## config.mk

```make
export PLATFORM = sky130hd
export DESIGN_NAME = obp_sequencer
export DESIGN_NICKNAME = d
export VERILOG_FILES = /design/src/rtl/obp_pkg.sv /design/src/rtl/obp_serializer.sv /design/src/rtl/obp_sequencer.sv
export SDC_FILE = /design/constraint.sdc
export NUM_CORES = 1
export LEC_CHECK = 0
export BUFFER_PORTS_ARGS = -buffer_cell sky130_fd_sc_hd__clkbuf_2
export CAP_MARGIN = 20
export CORE_MARGIN = 5
export CORE_UTILIZATION = 31
export CTS_BUF_LIST = sky130_fd_sc_hd__clkbuf_8
export DETAILED_ROUTE_END_ITERATION = 7
export GPL_TIMING_DRIVEN = 0
export SLEW_MARGIN = 10
export SYNTH_ARGS = -nofsm -noshare
export SYNTH_HDL_FRONTEND = slang
export SYNTH_SLANG_ARGS = --single-unit
```

## constraint.sdc

```tcl
create_clock -name clk -period 2.75 [get_ports clk]
set_clock_uncertainty 0.1 [all_clocks]
set_input_delay 0.275 -clock clk [delete_from_list [all_inputs] [get_ports clk]]
set_output_delay 0.275 -clock clk [all_outputs]
set_load 0.02 [all_outputs]
```

## src/rtl/obp_pkg.sv

```systemverilog
// Shared types and constants for the one-bit-processor sequencer.
package obp_pkg;

    localparam int INSTR_W = 13;

    typedef enum logic [1:0] {
        ST_IDLE = 2'd0,
        ST_LOAD = 2'd1,
        ST_RUN  = 2'd2,
        ST_DONE = 2'd3
    } obp_state_t;

    localparam logic [2:0] OBP_ST_NONE      = 3'd0;
    localparam logic [2:0] OBP_ST_HALTED    = 3'd1;
    localparam logic [2:0] OBP_ST_TIMEOUT   = 3'd2;
    localparam logic [2:0] OBP_ST_UNDERFLOW = 3'd3;
    localparam logic [2:0] OBP_ST_OVERFLOW  = 3'd4;
    localparam logic [2:0] OBP_ST_ABORTED   = 3'd5;

    // All-zero instruction: NOP / halt.
    localparam logic [INSTR_W-1:0] OBP_NOP_WORD = '0;

endpackage

```

## src/rtl/obp_serializer.sv

```systemverilog
// LSB-first word serializer. next_bit is the bit the processor sees in the
// following cycle; sr holds the bits still to be emitted after that one.
module obp_serializer
    import obp_pkg::*;
#(
    parameter int W = INSTR_W
) (
    input  logic         clk,
    input  logic         reset,
    input  logic         load,
    input  logic         shift,
    input  logic [W-1:0] data,
    output logic         next_bit,
    output logic         bit_last
);

    localparam int CW = $clog2(W);

    logic [W-1:0]  sr;
    logic [CW-1:0] bit_cnt;

    always_ff @(posedge clk) begin
        if (reset) begin
            sr      <= W'(OBP_NOP_WORD);
            bit_cnt <= '0;
        end else if (load) begin
            sr      <= {1'b0, data[W-1:1]};
            bit_cnt <= '0;
        end else if (shift) begin
            sr      <= {1'b0, sr[W-1:1]};
            bit_cnt <= bit_cnt + CW'(1);
        end
    end

    assign next_bit = load ? data[0] : sr[0];
    assign bit_last = (bit_cnt == CW'(W - 1));

endmodule

```

## src/rtl/obp_sequencer.sv

```systemverilog
// Loads a program into the one-bit processor over its bit-serial port, runs it
// until halt/budget/abort, captures the output and parks the processor in reset.
module obp_sequencer
    import obp_pkg::*;
#(
    parameter int INSTR_W   = obp_pkg::INSTR_W,
    parameter int MEM_DEPTH = 1000,
    parameter int HALT_BIT  = 6,
    parameter int CNT_W     = 16
) (
    input  logic               clk,
    input  logic               reset,
    input  logic               word_valid,
    output logic               word_ready,
    input  logic [INSTR_W-1:0] word_data,
    input  logic               word_last,
    input  logic [CNT_W-1:0]   run_limit,
    input  logic               abort,
    input  logic [1:0]         user_in,
    input  logic [6:0]         proc_out,
    output logic               proc_en,
    output logic               proc_reset,
    output logic [1:0]         proc_in,
    output logic               busy,
    output logic [6:0]         result,
    output logic               result_valid,
    output logic [2:0]         status,
    output logic [CNT_W-1:0]   cycles,
    output logic [1:0]         state_dbg
);

    localparam int WC_W = $clog2(MEM_DEPTH + 1);

    obp_state_t        state;
    logic [WC_W-1:0]   word_cnt;
    logic              last_q;
    logic [CNT_W-1:0]  limit_q;
    logic              next_bit, bit_last;
    logic              boundary, mem_full, hs, stop;
    logic [2:0]        stop_code;

    // Stream handshake: a word transfers in any cycle with word_valid && word_ready;
    // word_data/word_last are sampled only then, and word_valid may drop freely.
    assign boundary   = (state == ST_LOAD) && bit_last && !last_q;
    assign mem_full   = (word_cnt == WC_W'(MEM_DEPTH));
    assign word_ready = (state == ST_IDLE) || (boundary && !mem_full);
    assign hs         = word_valid && word_ready;
    assign state_dbg  = state;

    always_comb begin
        stop      = 1'b0;
        stop_code = OBP_ST_NONE;
        case (state)
            ST_LOAD: begin
                if (abort) begin
                    stop = 1'b1; stop_code = OBP_ST_ABORTED;
                end else if (boundary && !word_valid) begin
                    stop = 1'b1; stop_code = OBP_ST_UNDERFLOW;
                end else if (boundary && mem_full) begin
                    stop = 1'b1; stop_code = OBP_ST_OVERFLOW;
                end
            end
            ST_RUN: begin
                if (abort) begin
                    stop = 1'b1; stop_code = OBP_ST_ABORTED;
                end else if (proc_out[HALT_BIT]) begin
                    stop = 1'b1; stop_code = OBP_ST_HALTED;
                end else if (limit_q != '0 && cycles + CNT_W'(1) == limit_q) begin
                    stop = 1'b1; stop_code = OBP_ST_TIMEOUT;
                end
            end
            default: ;
        endcase
    end

    obp_serializer #(.W(INSTR_W)) u_ser (
        .clk      (clk),
        .reset    (reset),
        .load     (hs && !stop),
        .shift    (state == ST_LOAD),
        .data     (word_data),
        .next_bit (next_bit),
        .bit_last (bit_last)
    );

    always_ff @(posedge clk) begin
        if (reset) begin
            state        <= ST_IDLE;
            proc_reset   <= 1'b1;
            proc_en      <= 1'b0;
            proc_in      <= 2'b00;
            busy         <= 1'b0;
            result       <= '0;
            result_valid <= 1'b0;
            status       <= OBP_ST_NONE;
            cycles       <= '0;
            word_cnt     <= '0;
            last_q       <= 1'b0;
            limit_q      <= '0;
        end else begin
            result_valid <= 1'b0;
            if (stop) begin
                state        <= ST_DONE;
                status       <= stop_code;
                result       <= proc_out;
                result_valid <= 1'b1;
                proc_reset   <= 1'b1;
                proc_en      <= 1'b0;
                proc_in      <= 2'b00;
                if (state == ST_RUN) cycles <= cycles + CNT_W'(1);
            end else begin
                case (state)
                    ST_IDLE: begin
                        if (word_valid) begin
                            state      <= ST_LOAD;
                            busy       <= 1'b1;
                            proc_reset <= 1'b0;
                            proc_en    <= 1'b1;
                            proc_in    <= {1'b0, next_bit};
                            last_q     <= word_last;
                            limit_q    <= run_limit;
                            cycles     <= '0;
                            word_cnt   <= WC_W'(1);
                        end
                    end
                    ST_LOAD: begin
                        if (!bit_last) begin
                            proc_in <= {1'b0, next_bit};
                        end else if (last_q) begin
                            state   <= ST_RUN;
                            proc_en <= 1'b0;
                            proc_in <= user_in;
                        end else begin
                            // Back-to-back word: no gap in the bit stream.
                            proc_in  <= {1'b0, next_bit};
                            word_cnt <= word_cnt + WC_W'(1);
                            last_q   <= word_last;
                        end
                    end
                    ST_RUN: begin
                        cycles  <= cycles + CNT_W'(1);
                        proc_in <= user_in;
                    end
                    ST_DONE: begin
                        state <= ST_IDLE;
                        busy  <= 1'b0;
                    end
                    default: state <= ST_IDLE;
                endcase
            end
        end
    end

endmodule

```

==> results.py <==
metrics = {
    "die": {
        "rows": 43,
        "die_y_um": 130,
        "dieArea_um2": 16800,
        "coreArea_um2": 14000,
        "design.portCount": 78,
        "initial_core_util": 0.318,
        "die_w_um": 130,
    },
    "timing": {
        "worst_slack_ps": -216,
        "relSlewSlack": 0.424,
        "finalMaxSlewViolations": 0,
        "period_share": 1.08,
        "fin_crit_ps": 2970,
        "tightest_slew_ps": 864,
        "max_freq_mhz": 337,
        "setup_violations": 72,
        "rsz0062_at_grt": "yes",
        "hold_violations": 0,
    },
    "yosys": {
        "synthesis.area_um2": 4440,
        "ys_async_sr_fraction": 0,
        "synth-compound-area-share": 0.263,
        "yosysUniqueCellTypes": 62,
        "ys_seq_area_frac": 0.347,
        "ys.warnings.count": 0,
        "synth_fa_ha_area_frac": 0.0282,
        "synth_top_family_by_area": "compound AO/OA/AOI/OAI gates",
        "postSynthCellCount": 553,
        "avgSynthCellArea_um2": 8.04,
        "yosys.area_share.simple": 0.225,
        "syn_nets": 606,
        "synthMuxAreaShare": 0.0293,
        "synth_xor_area_frac": 0.0473,
        "synth_seq_cells": 77,
        "synth_edf_count": 0,
        "synth_flop_cell": "dfxtp_1",
    },
    "layout": {
        "layout_common_cells": "clkbuf_2, dfxtp_1, a21oi_1, nand2_1, buf_4",
        "fin_nets": 737,
        "multiInputGateArea_um2": 2950,
        "nFillCells": 1394,
        "drive_above_1_share": 0.319,
        "final_common_cell": "clkbuf_2",
        "register_area_um2": 1560,
        "fin_area_um2": 6130,
        "syn2layout_area_growth_pct": 37.8,
    },
    "critical_path": {
        "cp-startpoint": "cycles[1]$_SDFFE_PP0P_",
        "worst_setup_path_end_kind": "register",
        "worstPathRequired_ps": 2950,
        "cpMostUsedCell": "buf_8",
        "path_buf_inv": 3,
        "cp-endpoint": "word_cnt[4]$_SDFFE_PP0P_",
        "rrSetupSlack_ps": -220,
        "timing.rr.start": "cycles[1]$_SDFFE_PP0P_",
        "cp_max_fo": 6,
        "critPathKind": "register to register",
        "critPathSlowestCell": "dfxtp_4",
        "critical_path.top_delay_family": "simple AND/OR/NAND/NOR gates",
        "rr_endpoint": "word_cnt[4]$_SDFFE_PP0P_",
        "cp_slowest_stage_delay_ps": 380,
        "crit_cells": 12,
        "crit_path_start_kind": "register",
        "arrival_ps": 3170,
        "cp_cell_sequence": "ha_4 -> nand4_1 -> or2_4 -> a211oi_4 -> o2bb2ai_2 -> nor4_4 -> o41a_1 -> buf_6 -> buf_8 -> buf_8 -> o21ai_1 -> a21oi_1",
        "reg2regPathDepth": 12,
    },
    "min_path": {
        "hold_class": "input pin to register",
    },
    "routing": {
        "drc": 0,
        "drt-total-wl_um": 15300,
        "wl_per_cell_um": 17.6,
        "drt_iter0_markers": 397,
        "drtAntennaViolNets": 0,
        "drt-pass1-iter-count": 7,
        "vias_per_cell": 5.60,
        "num_vias": 4874,
    },
    "global_route": {
        "grt_pass1_wl_um": 24400,
        "antenna_found_initial": 1,
        "grt_pass1_vias": 4822,
        "grt_max_degree": 15,
        "grt_overflow_total": 0,
        "grt_util_all_layers": 0.181,
    },
    "pwr": {
        "vdd_drop_max_mv": 0.496,
        "pwr-share-clk": 0.161,
        "combPwrFrac": 0.533,
        "power_switching_mw": 2.22,
        "switching_share": 0.444,
        "p_per_area_nw_per_um2": 817,
        "pwr-share-seq": 0.306,
        "intPower_mw": 2.79,
        "p_leak_nw": 2.24,
    },
    "clock_tree": {
        "numCtsBuffers": 9,
        "clock_sinks": 77,
        "htreeDepth": 3,
        "cts.clk_slew.worst_paths_ps": 90,
        "tritoncts": "yes",
        "cts_root_buf": "clkbuf_8",
        "clk_latency_ps": 370,
        "cts.hold.buffers_added": 0,
        "clockBufferDepth": 2,
    },
    "run_status": {
        "violations": "setup timing",
        "status": "complete, but fails checks",
    },
    "job": {
        "max-cap-violations": 0,
    },
    "placed_design": {
        "pre_cts_slack_ps": -627,
        "port_buffers": 75,
        "dp_hpwl_um": 10900,
        "postPlaceCellArea_um2": 5130,
        "gp_congestion": 0.912,
    },
}
-- state kept, by name (all words and copies together), names as in the netlist --
signal and count:
cycles 16, limit_q 16, u_ser.sr 12, word_cnt 10, result 7, u_ser.bit_cnt 4
status 3, proc_in 2, state_dbg 2, busy 1, last_q 1, proc_en 1
proc_reset 1, result_valid 1
-- cells in the mapped netlist (3+ instances only) --
master	count	area, µm²
clkbuf_1	28	105
and3_1	3	18.8
nand2b_1	7	43.8
nor3_1	8	40.0
xor2_1	10	87.6
o31ai_1	9	67.6
a2bb2oi_1	4	35.0
o21a_1	3	22.5
a21o_1	4	30.0
or3_1	6	37.5
a31oi_1	3	18.8
o211ai_1	5	37.5
a211oi_1	8	60.1
dfxtp_1	77	1540
nand3_1	15	75.1
mux2i_1	13	130
ha_1	10	125
and4_1	5	43.8
nand4_1	34	213
o21ai_0	56	280
nor2b_1	3	18.8
or2_2	3	18.8
nor2_1	24	90.1
o311a_1	11	110
nand2_1	46	173
inv_1	19	71.3
buf_2	14	70.1
nor4_1	9	56.3
a21oi_1	49	245
xnor2_1	14	123
or4_1	6	45.0
a221o_1	7	70.1
-- worst min path at each step --
stage | start | cells after the start | slack (ps) | to
after floorplan | proc_out[0] | 2 | 310 | result[0]$_SDFFE_PP0P_
after global placement | proc_reset$_SDFFE_PP1P_ | 1 | 340 | proc_reset$_SDFFE_PP1P_
after detailed placement | result[0]$_SDFFE_PP0P_ | 2 | 350 | result[0]$_SDFFE_PP0P_
after CTS | proc_out[1] | 3 | 7 | result[1]$_SDFFE_PP0P_
after global routing | proc_out[1] | 3 | 7 | result[1]$_SDFFE_PP0P_
final | proc_out[2] | 3 | 20 | result[2]$_SDFFE_PP0P_
-- what timing repair did --
| action | 4_1_cts | 5_1_grt |
|---|---|---|
| setup endpoints to repair | 76 | 76 |
| gates resized for setup | 112 | 15 |
| gates cloned | 6 | 1 |
| pin swaps | 45 | 11 |
| setup buffers | 36 | 4 |
| endpoints found under the hold margin | 0 | 0 |
-- per-stage QoR --
step / power (mW) / TNS (ps) / instances / utilization / hold slack [ps]
after CTS: 4.90 / -8350 / 864 / 0.429 / 6.70
after floorplan: 2.94 / -51.2 / 553 / - / 311
after detailed placement: 3.56 / -33930 / 808 / 0.367 / 351
after global routing: 5.33 / -19010 / 870 / 0.438 / 7.01
final: 5.01 / -10320 / 870 / 0.438 / 16.2
after global placement: 3.50 / -30350 / 808 / 0.367 / 343
-- metal layers --
metal / vias up / wire length [µm] / global-route usage
met5: - / 0 / 0
met4: 0 / 325 / 0.0587
met3: 22 / 699 / 0.0401
met2: 146 / 7190 / 0.296
met1: 2372 / 7100 / 0.238
li1: 2334 / - / -
-- cell type report --
type | count | area share
inverter | 20 | 0.0123
antenna | 1 | 0.000408
tap | 180 | 0.0368
sequential | 77 | 0.255
clock buffer | 9 | 0.0202
timing repair buffer | 122 | 0.132
clock inverter | 7 | 0.00817
multi-input combinational | 411 | 0.482
buffer | 43 | 0.0537
-- power groups by stage --
stage               clock (mW)  combinational (mW)  sequential, mW
finish                   0.805                2.67            1.53
global placement             0                1.96            1.54
floorplan                    0                1.34            1.59
CTS                      0.812                2.56            1.53
global route             0.866                2.90            1.56
detailed placement           0                2.00            1.56
-- tightest hold or removal path, stage by stage --
cell and delay [ps]:
clkbuf_2 80, nand2_1 40, a21oi_1 50
-- cells by family after synthesis --
family	count (synthesis)
xor gates and xnor gates	24
buffers and inverters	65
DFF	77
and+or+nand+nor	183
AOI/OAI and AO/OA	181
adders and majority gates	10
muxes	13
(Power assumes the default switching activity.)
